--- config.mk ---
export PLATFORM = sky130hd
export DESIGN_NAME = comp_reg_arbiter
export DESIGN_NICKNAME = d
export VERILOG_FILES = /design/src/rtl/comp_reg_arbiter.sv
export SDC_FILE = /design/constraint.sdc
export NUM_CORES = 1
export LEC_CHECK = 0
export CAP_MARGIN = 20
export CORE_UTILIZATION = 44
export DETAILED_ROUTE_END_ITERATION = 8
export PLACE_DENSITY = 0.85
export SETUP_SLACK_MARGIN = 0.3
export SYNTH_ARGS = -nofsm -noshare
export SYNTH_HDL_FRONTEND = slang
export SYNTH_SLANG_ARGS = --single-unit
--- constraint.sdc ---
create_clock -name clk -period 4.09 [get_ports clk]
set_clock_uncertainty 0.1 [all_clocks]
set_input_delay 0.818 -clock clk [delete_from_list [all_inputs] [get_ports clk]]
set_output_delay 0.818 -clock clk [all_outputs]
set_load 0.02 [all_outputs]
--- src/rtl/comp_reg_arbiter.sv ---
// Round-robin owner of the comparator pointer registers (csr / fprint / cmp), one op in flight; COMP_ARB_STATS_EN adds grant counters.
// Latency: req->strobe 1 cycle, rf ack->*_ack 1 cycle; level requests wait in IDLE until granted, watchdog abandons missing rf acks.
module comp_reg_arbiter #(
    parameter int TIMEOUT_CYCLES = 64,
    parameter int TO_WIDTH       = 7,
    parameter int CNT_WIDTH      = 16
) (
    input  logic                 clk,
    input  logic                 reset,
    input  logic                 csr_req,
    input  logic                 csr_op,
    output logic                 csr_ack,
    input  logic                 fprint_req,
    output logic                 fprint_ack,
    input  logic                 cmp_req,
    input  logic                 cmp_op,
    output logic                 cmp_ack,
    output logic                 reg_pointer_start_write,
    output logic                 reg_pointer_end_write,
    output logic                 reg_inc_head_pointer,
    output logic                 reg_inc_tail_pointer,
    output logic                 reg_reset_task,
    input  logic                 reg_pointer_ack,
    input  logic                 reg_inc_head_ack,
    input  logic                 reg_inc_tail_ack,
    input  logic                 reg_reset_task_ack,
    output logic [1:0]           grant_id,
    output logic                 timeout_err,
    input  logic                 err_clear,
    output logic [CNT_WIDTH-1:0] csr_grant_cnt,
    output logic [CNT_WIDTH-1:0] fprint_grant_cnt,
    output logic [CNT_WIDTH-1:0] cmp_grant_cnt
);

    typedef enum logic [1:0] {ST_IDLE, ST_ISSUE, ST_WAIT, ST_DONE} state_t;

    localparam logic [1:0]          ID_NONE   = 2'd0;
    localparam logic [1:0]          ID_CSR    = 2'd1;
    localparam logic [1:0]          ID_FPRINT = 2'd2;
    localparam logic [1:0]          ID_CMP    = 2'd3;
    localparam logic [TO_WIDTH-1:0] TO_LIMIT  = TO_WIDTH'(TIMEOUT_CYCLES);

    state_t                r_state;
    state_t                w_state_nxt;
    logic [1:0]            r_winner;
    logic                  r_op;
    logic [1:0]            r_rr_ptr;
    logic [1:0]            r_hold;
    logic [TO_WIDTH-1:0]   r_wd;
    logic                  r_err;

    logic [2:0]            w_req_raw;
    logic [2:0]            w_hold_mask;
    logic [2:0]            w_req;
    logic [1:0]            w_pick;
    logic                  w_op_sel;
    logic                  w_match;
    logic [TO_WIDTH-1:0]   w_wd_inc;
    logic                  w_expire;

    assign w_req_raw = {cmp_req, fprint_req, csr_req};

    // r_hold is only non-zero during the IDLE cycle that follows DONE
    always_comb begin
        w_hold_mask = 3'b000;
        case (r_hold)
            ID_CSR:    w_hold_mask = 3'b001;
            ID_FPRINT: w_hold_mask = 3'b010;
            ID_CMP:    w_hold_mask = 3'b100;
            default:   w_hold_mask = 3'b000;
        endcase
        w_req  = w_req_raw & ~w_hold_mask;
        w_pick = ID_NONE;
        case (r_rr_ptr)
            ID_FPRINT: begin
                if (w_req[1])      w_pick = ID_FPRINT;
                else if (w_req[2]) w_pick = ID_CMP;
                else if (w_req[0]) w_pick = ID_CSR;
            end
            ID_CMP: begin
                if (w_req[2])      w_pick = ID_CMP;
                else if (w_req[0]) w_pick = ID_CSR;
                else if (w_req[1]) w_pick = ID_FPRINT;
            end
            default: begin
                if (w_req[0])      w_pick = ID_CSR;
                else if (w_req[1]) w_pick = ID_FPRINT;
                else if (w_req[2]) w_pick = ID_CMP;
            end
        endcase
    end

    assign w_op_sel = (w_pick == ID_CSR) ? csr_op :
                      (w_pick == ID_CMP) ? cmp_op : 1'b0;

    always_comb begin
        w_match = 1'b0;
        case (r_winner)
            ID_CSR:    w_match = reg_pointer_ack;
            ID_FPRINT: w_match = reg_inc_head_ack;
            ID_CMP:    w_match = r_op ? reg_reset_task_ack : reg_inc_tail_ack;
            default:   w_match = 1'b0;
        endcase
    end

    // A matching ack in the expiry cycle completes the op cleanly
    assign w_wd_inc = r_wd + TO_WIDTH'(1);
    assign w_expire = (r_state == ST_WAIT) && !w_match && (w_wd_inc == TO_LIMIT);

    always_ff @(posedge clk) begin
        if (reset) r_state <= ST_IDLE;
        else       r_state <= w_state_nxt;
    end

    always_comb begin
        w_state_nxt             = r_state;
        reg_pointer_start_write = 1'b0;
        reg_pointer_end_write   = 1'b0;
        reg_inc_head_pointer    = 1'b0;
        reg_inc_tail_pointer    = 1'b0;
        reg_reset_task          = 1'b0;
        csr_ack                 = 1'b0;
        fprint_ack              = 1'b0;
        cmp_ack                 = 1'b0;
        case (r_state)
            ST_IDLE: begin
                if (w_pick != ID_NONE) w_state_nxt = ST_ISSUE;
            end
            ST_ISSUE: begin
                w_state_nxt = ST_WAIT;
                case (r_winner)
                    ID_CSR: begin
                        reg_pointer_start_write = !r_op;
                        reg_pointer_end_write   = r_op;
                    end
                    ID_FPRINT: reg_inc_head_pointer = 1'b1;
                    ID_CMP: begin
                        reg_inc_tail_pointer = !r_op;
                        reg_reset_task       = r_op;
                    end
                    default: ;
                endcase
            end
            ST_WAIT: begin
                if (w_match || w_expire) w_state_nxt = ST_DONE;
            end
            ST_DONE: begin
                w_state_nxt = ST_IDLE;
                csr_ack     = (r_winner == ID_CSR);
                fprint_ack  = (r_winner == ID_FPRINT);
                cmp_ack     = (r_winner == ID_CMP);
            end
            default: w_state_nxt = ST_IDLE;
        endcase
    end

    always_ff @(posedge clk) begin
        if (reset) begin
            r_winner <= ID_NONE;
            r_op     <= 1'b0;
            r_rr_ptr <= ID_CSR;
            r_hold   <= ID_NONE;
            r_wd     <= '0;
            r_err    <= 1'b0;
        end else begin
            if (w_expire)       r_err <= 1'b1;
            else if (err_clear) r_err <= 1'b0;
            case (r_state)
                ST_IDLE: begin
                    r_hold <= ID_NONE;
                    if (w_pick != ID_NONE) begin
                        r_winner <= w_pick;
                        r_op     <= w_op_sel;
                    end
                end
                ST_ISSUE: r_wd <= '0;
                ST_WAIT:  r_wd <= w_wd_inc;
                ST_DONE: begin
                    r_rr_ptr <= (r_winner == ID_CMP) ? ID_CSR : r_winner + 2'd1;
                    r_hold   <= r_winner;
                end
                default: ;
            endcase
        end
    end

    assign grant_id    = (r_state == ST_IDLE) ? ID_NONE : r_winner;
    assign timeout_err = r_err;

`ifdef COMP_ARB_STATS_EN
    logic [CNT_WIDTH-1:0] r_csr_cnt;
    logic [CNT_WIDTH-1:0] r_fprint_cnt;
    logic [CNT_WIDTH-1:0] r_cmp_cnt;

    always_ff @(posedge clk) begin
        if (reset) begin
            r_csr_cnt    <= '0;
            r_fprint_cnt <= '0;
            r_cmp_cnt    <= '0;
        end else if (r_state == ST_DONE) begin
            if (r_winner == ID_CSR && r_csr_cnt != '1)
                r_csr_cnt <= r_csr_cnt + CNT_WIDTH'(1);
            if (r_winner == ID_FPRINT && r_fprint_cnt != '1)
                r_fprint_cnt <= r_fprint_cnt + CNT_WIDTH'(1);
            if (r_winner == ID_CMP && r_cmp_cnt != '1)
                r_cmp_cnt <= r_cmp_cnt + CNT_WIDTH'(1);
        end
    end

    assign csr_grant_cnt    = r_csr_cnt;
    assign fprint_grant_cnt = r_fprint_cnt;
    assign cmp_grant_cnt    = r_cmp_cnt;
`else
    assign csr_grant_cnt    = '0;
    assign fprint_grant_cnt = '0;
    assign cmp_grant_cnt    = '0;
`endif

endmodule
**Yosys cells after proc, flatten, opt, wreduce, memory -nomap -nowiden**

Index checks and enable logic that the tools add are counted.
W data, S select, Z words.

- Flip-flop bits (word level): 17

- Bitwise logic cells: 2
- Add/sub/neg operators: 2
- Muxes and demuxes: 37
- Reductions and logical operators: 12
- Equal/unequal tests: 16

Operator list:

| cell | count |
|---|---|
| $mux W2 | 12 |
| $mux W1 | 19 |
| $eq A2 B2 Y1 const B | 9 |
| $pmux W7 S2 | 1 |
| $pmux W3 S3 | 1 |
| $eq A2 B1 Y1 const B | 4 |
| $pmux W2 S2 | 2 |
| $pmux W2 S4 | 1 |
| $reduce_bool A2 Y1 | 4 |
| $add A7 B1 Y7 const B | 1 |
| $eq A7 B7 Y1 const B | 1 |
| $reduce_and A2 Y1 | 2 |
| $and A3 B3 Y3 | 1 |
| $not A3 Y3 | 1 |
| $pmux W1 S3 | 1 |
| $add A2 B1 Y2 const B | 1 |
| $logic_and A1 B1 Y1 | 2 |
| $logic_not A1 Y1 | 2 |
| $logic_not A2 Y1 | 1 |
| $ne A2 B1 Y1 const B | 1 |
| $ne A2 B2 Y1 const B | 1 |
| $logic_or A1 B1 Y1 | 1 |

**Depth between registers and ports, before layout**

- Word-level depth: 11
- Depth in mapped cells: 7
- Mapped depth without buffers: 6

**Worst setup path after synthesis**

Ideal clock, no wire load.

- Path kind: input to register
- Start: in reg_reset_task_ack
- End: reg r_state[1]
- Buffers on the path: 0
- Setup slack: 2140 ps
- Arrival: 1779 ps
- Cell stages on the path: 5
- Cell sequence: mux2_2 a222oi_1 o21a_1 a32o_1 mux2i_1

- Longest elaborated chain between the ends: 8

RTL lines:

| element | RTL line | source |
|---|---|---|
| start: declaration | 26 | `input logic reg_reset_task_ack,` |
| $mux W1 (*) | 101 | `ID_CMP: w_match = r_op ? reg_reset_task_ack : reg_inc_tail_ack;` |
| $pmux W1 S3 (*) | 98 | `case (r_winner)` |
| $logic_not A1 Y1 | 108 | `assign w_expire = (r_state == ST_WAIT) && !w_match && (w_wd_inc == TO_LIMIT);` |
| $logic_and A1 B1 Y1 (2 in series) | 108 |  |
| $logic_or A1 B1 Y1 (*) | 145 | `if (w_match \|\| w_expire) w_state_nxt = ST_DONE;` |
| $ne A2 B1 Y1 (no source line) (*) | - |  |
| $reduce_and A2 Y1 (no source line) (*) | - |  |
| end signal: assignment | 112 | `else r_state <= w_state_nxt;` |
| end: declaration | 43 | `state_t r_state;` |

Mark *: on every way between the ends. The rest lies on a longest branch, timed or not.
A chain may end at the register's enable or synchronous reset.

**Final worst setup path**

- Start: reg r_winner[0]
- End: out fprint_ack

- Longest elaborated chain between the ends: 2

RTL lines:

| element | RTL line | source |
|---|---|---|
| start: declaration | 45 | `logic [1:0] r_winner;` |
| start signal: assignment | 172 | `r_winner <= w_pick;` |
| $eq A2 B2 Y1 | 150 | `fprint_ack = (r_winner == ID_FPRINT);` |
| $mux W1 | 125 | `case (r_state)` |
| end: declaration | 14 | `output logic fprint_ack,` |

Every way passes these cells.

==> out/summary.txt <==
number of buffer and inverter instances along the worst setup path - 2
Achievable Freq - 0.369 GHz
area used by sequential logic in the layout - 340 um2
post-synthesis cell type count - 40
total of buffers placed on input and output ports - 22
standard-cell row count - 20
Arr. time, crit path - 1790 ps
fraction of the mapped netlist area in adder cells - 0.0838
maximum number of pins on one net before global-route repair - 19
main combinational cell family by area after synthesis - buffers and inverters
layout net count - 235
Final Hold Fails - 0
Worst Max-Slew Pin Slew - 640 ps
cell type of the slowest stage on the worst timing path - clkdlybuf4s50_1
most instantiated flip-flop cell in the synthesis netlist - dfxtp_1
TritonCTS clock tree - done
number of design-rule violations left by the first detailed-router iteration - 16
post-synthesis to final-layout area growth - 6.87%
number of slew-limit violations in the final report - 0
remaining design rule violation count - 0
fraction of registers with async set or reset after synthesis - 0
remaining antenna violation count after routing - 0
Vias per Instance - 4.64
count of instances resized after the clock tree is built - 0
number of synthesized flops with an enable pin - 0
basic-gate share of the synthesized area counting and, or, nand and nor cells - 0.227
TritonRoute pass-1 iters - 4
post-synthesis compound-gate area fraction - 0.159
Worst Setup Start Kind - register
average wire length per cell after detail routing - 10.1 um
power per standard cell area - 357 mW/mm2
dominant delay contributor by cell family on the critical path - buffers and inverters
Hold-fix buffers, CTS - 0
final worst path period share - 0.663
Worst Setup Slack, final - 1380 ps
WS Path Type - reg2out
maximum root-to-sink buffer count - 2
met3 layer usage reported by global route - 0.0476
total inserted antenna cells - 0
share of the synthesized netlist area taken by xor and xnor gates - 0
classification of the worst-slack hold path - reg2reg
final sum of negative setup slack - 0 ps
synthesized cell area - 0.00149 mm2
status - finished, final reports clean
area used by multi-input combinational logic - 923 um2
wire length of the first global-routing pass - 4120 um
Global Route met1 Usage - 0.162
Maximum Capacitance Violations - 0
Synth warnings - 0
clock transition at the registers of the reported paths - 90 ps
total grt overflow - 0
TritonCTS buffer count - 3
maximum fanout along the worst path - 5
H-tree levels - 1
layer with the highest usage - met2
Die Height - 60.2 um
post-layout min period - 2710 ps
required time at the endpoint of the critical path - 3170 ps
via count of the first global-routing pass - 990
total detailed-routing wirelength - 2600 um
count of filler cells inserted in the layout - 326
total setup violations reported at the end of the flow - 0
effective utilization at floorplan - 0.477
hpwl dp - 2060 um
CP Capture Type - output pin
ports placed on the boundary - 71
Die Area - 0.00363 mm2
number of antenna violations at the first check in global routing - 0
global routing usage on met2 - 0.275
delay of the slowest cell on the worst path - 530 ps
pre-CTS setup slack - 1500 ps
post-synthesis average cell area - 7.82 um2
global-route total usage across every layer - 0.151
CTS Root Buffer Type - clkbuf_4
chip width - 60.2 um
cell breakdown of the critical path - inv_1 > ha_1 > and2_1 > clkdlybuf4s50_1
routed vias - 1,189
sequential element share of the synthesized area - 0.228
Static Leak - 0.000668 uW
post-layout utilization of the core - 0.510
number of synthesized register bits - 17
Skew-Pair Late Insertion Delay - 300 ps
core region area - 0.00313 mm2
relative max-transition margin - 0.572
routability-driven placement congestion ratio - 0.898
proportion of synthesized area in mux cells - 0.0277
share of final-layout standard cells stronger than drive strength 1 - 0.0425
clock sinks - 17
maximum resistive drop on vdd - 0.000117 V
unrepaired setup endpoints after global routing - false
post-CTS setup buffer count - 0
count of mapped cells out of synthesis - 191
[registers in the layout (all words and copies together), names as in the netlist]
name         cells
r_wd             7
r_rr_ptr         2
r_state          2
r_op             1
r_winner         2
timeout_err      1
r_hold           2
[area by class of cell]
cell class                 instances  share of cell area
multi-input combinational        161               0.579
sequential                        17               0.213
timing repair buffer              22               0.138
tap                               44              0.0345
inverter                           8              0.0188
clock buffer                       4              0.0165
[worst reg2reg max path, stage by stage, from the launching register on]
cell and delay (ps):
dfxtp_1 480, ha_1 320, nand3_2 140, nor4bb_1 170
o311ai_1 360, a32o_1 240, mux2i_1 190
[routing by layer]
layer | up-vias | share of wire
li1 | 597 | -
met1 | 541 | 0.43
met2 | 47 | 0.49
met3 | 4 | 0.074
met4 | 0 | 0.011
met5 | - | 0
[path summary, 6_finish.rpt]
path,start,endpoint,slack [ps],cells past startpoint
setup / recovery,r_winner[0]$_SDFFE_PP0P_,fprint_ack,1380,4
hold / removal,r_rr_ptr[0]$_SDFFE_PP1P_,r_rr_ptr[0]$_SDFFE_PP1P_,440,2
setup reg to reg,r_wd[0]$_SDFFE_PP0P_,r_state[1]$_SDFFE_PP0P_,2030,6
hold reg to reg,r_rr_ptr[0]$_SDFFE_PP1P_,r_rr_ptr[0]$_SDFFE_PP1P_,440,2
[cells by family after synthesis]
logic type | Yosys count
AO/OA/AOI/OAI | 35
buffers and inverters | 60
adder cells (fa/ha/maj) | 10
other | 1
flip-flops | 17
multiplexers | 4
AND/OR/NAND/NOR | 64
[power by group]
| group | switching (uW) | internal [uW] | leakage, uW |
|---|---|---|---|
| Combinational | 172 | 96.2 | 0.000515 |
| Sequential | 24.9 | 184 | 0.000138 |
| Clock | 54.9 | 38.0 | 0.0000150 |
| Total | 251 | 319 | 0.000668 |
[cells in the final DEF, fill, tap and decap left out, drive strengths merged, types with 2 or more instances in the layout]
cell,count
nand3,5
nor2b,3
nand2b,6
ha,10
clkdlybuf4s50,22
inv,8
nor4,3
nor2,18
nand3b,2
conb,48
a21oi,11
nand2,14
mux2i,3
o21a,2
dfxtp,17
and3,2
o21ai,7
clkbuf,4
and2,4
nor3,3
a22oi,2
[cells in the mapped netlist (2+ instances only)]
master	number	share of area
buf_4	48	0.24
nor2_1	18	0.045
dfxtp_1	17	0.23
nand2_1	14	0.035
a21oi_1	11	0.037
ha_1	10	0.084
inv_1	8	0.020
o21ai_0	7	0.023
nand2b_1	6	0.025
and2_1	4	0.017
clkbuf_1	4	0.010
mux2i_1	3	0.020
nand3_1	3	0.010
nor2b_1	3	0.013
nor3_1	3	0.010
nor4_1	3	0.013
a22oi_1	2	0.010
and3_1	2	0.0084
nand3_2	2	0.013
nand3b_1	2	0.010
o21a_1	2	0.010
[through the flow]
step           area (um2)  hold slack (ps)  cells  power (uW)
2_1_floorplan        1670              376    238         445
3_3_place_gp         1570              407    252         473
3_5_place_dp         1570              426    252         479
4_1_cts              1600              440    256         571
5_1_grt              1600              458    256         609
6_report             1600              440    256         570
Power figures use the tool's default switching activity.
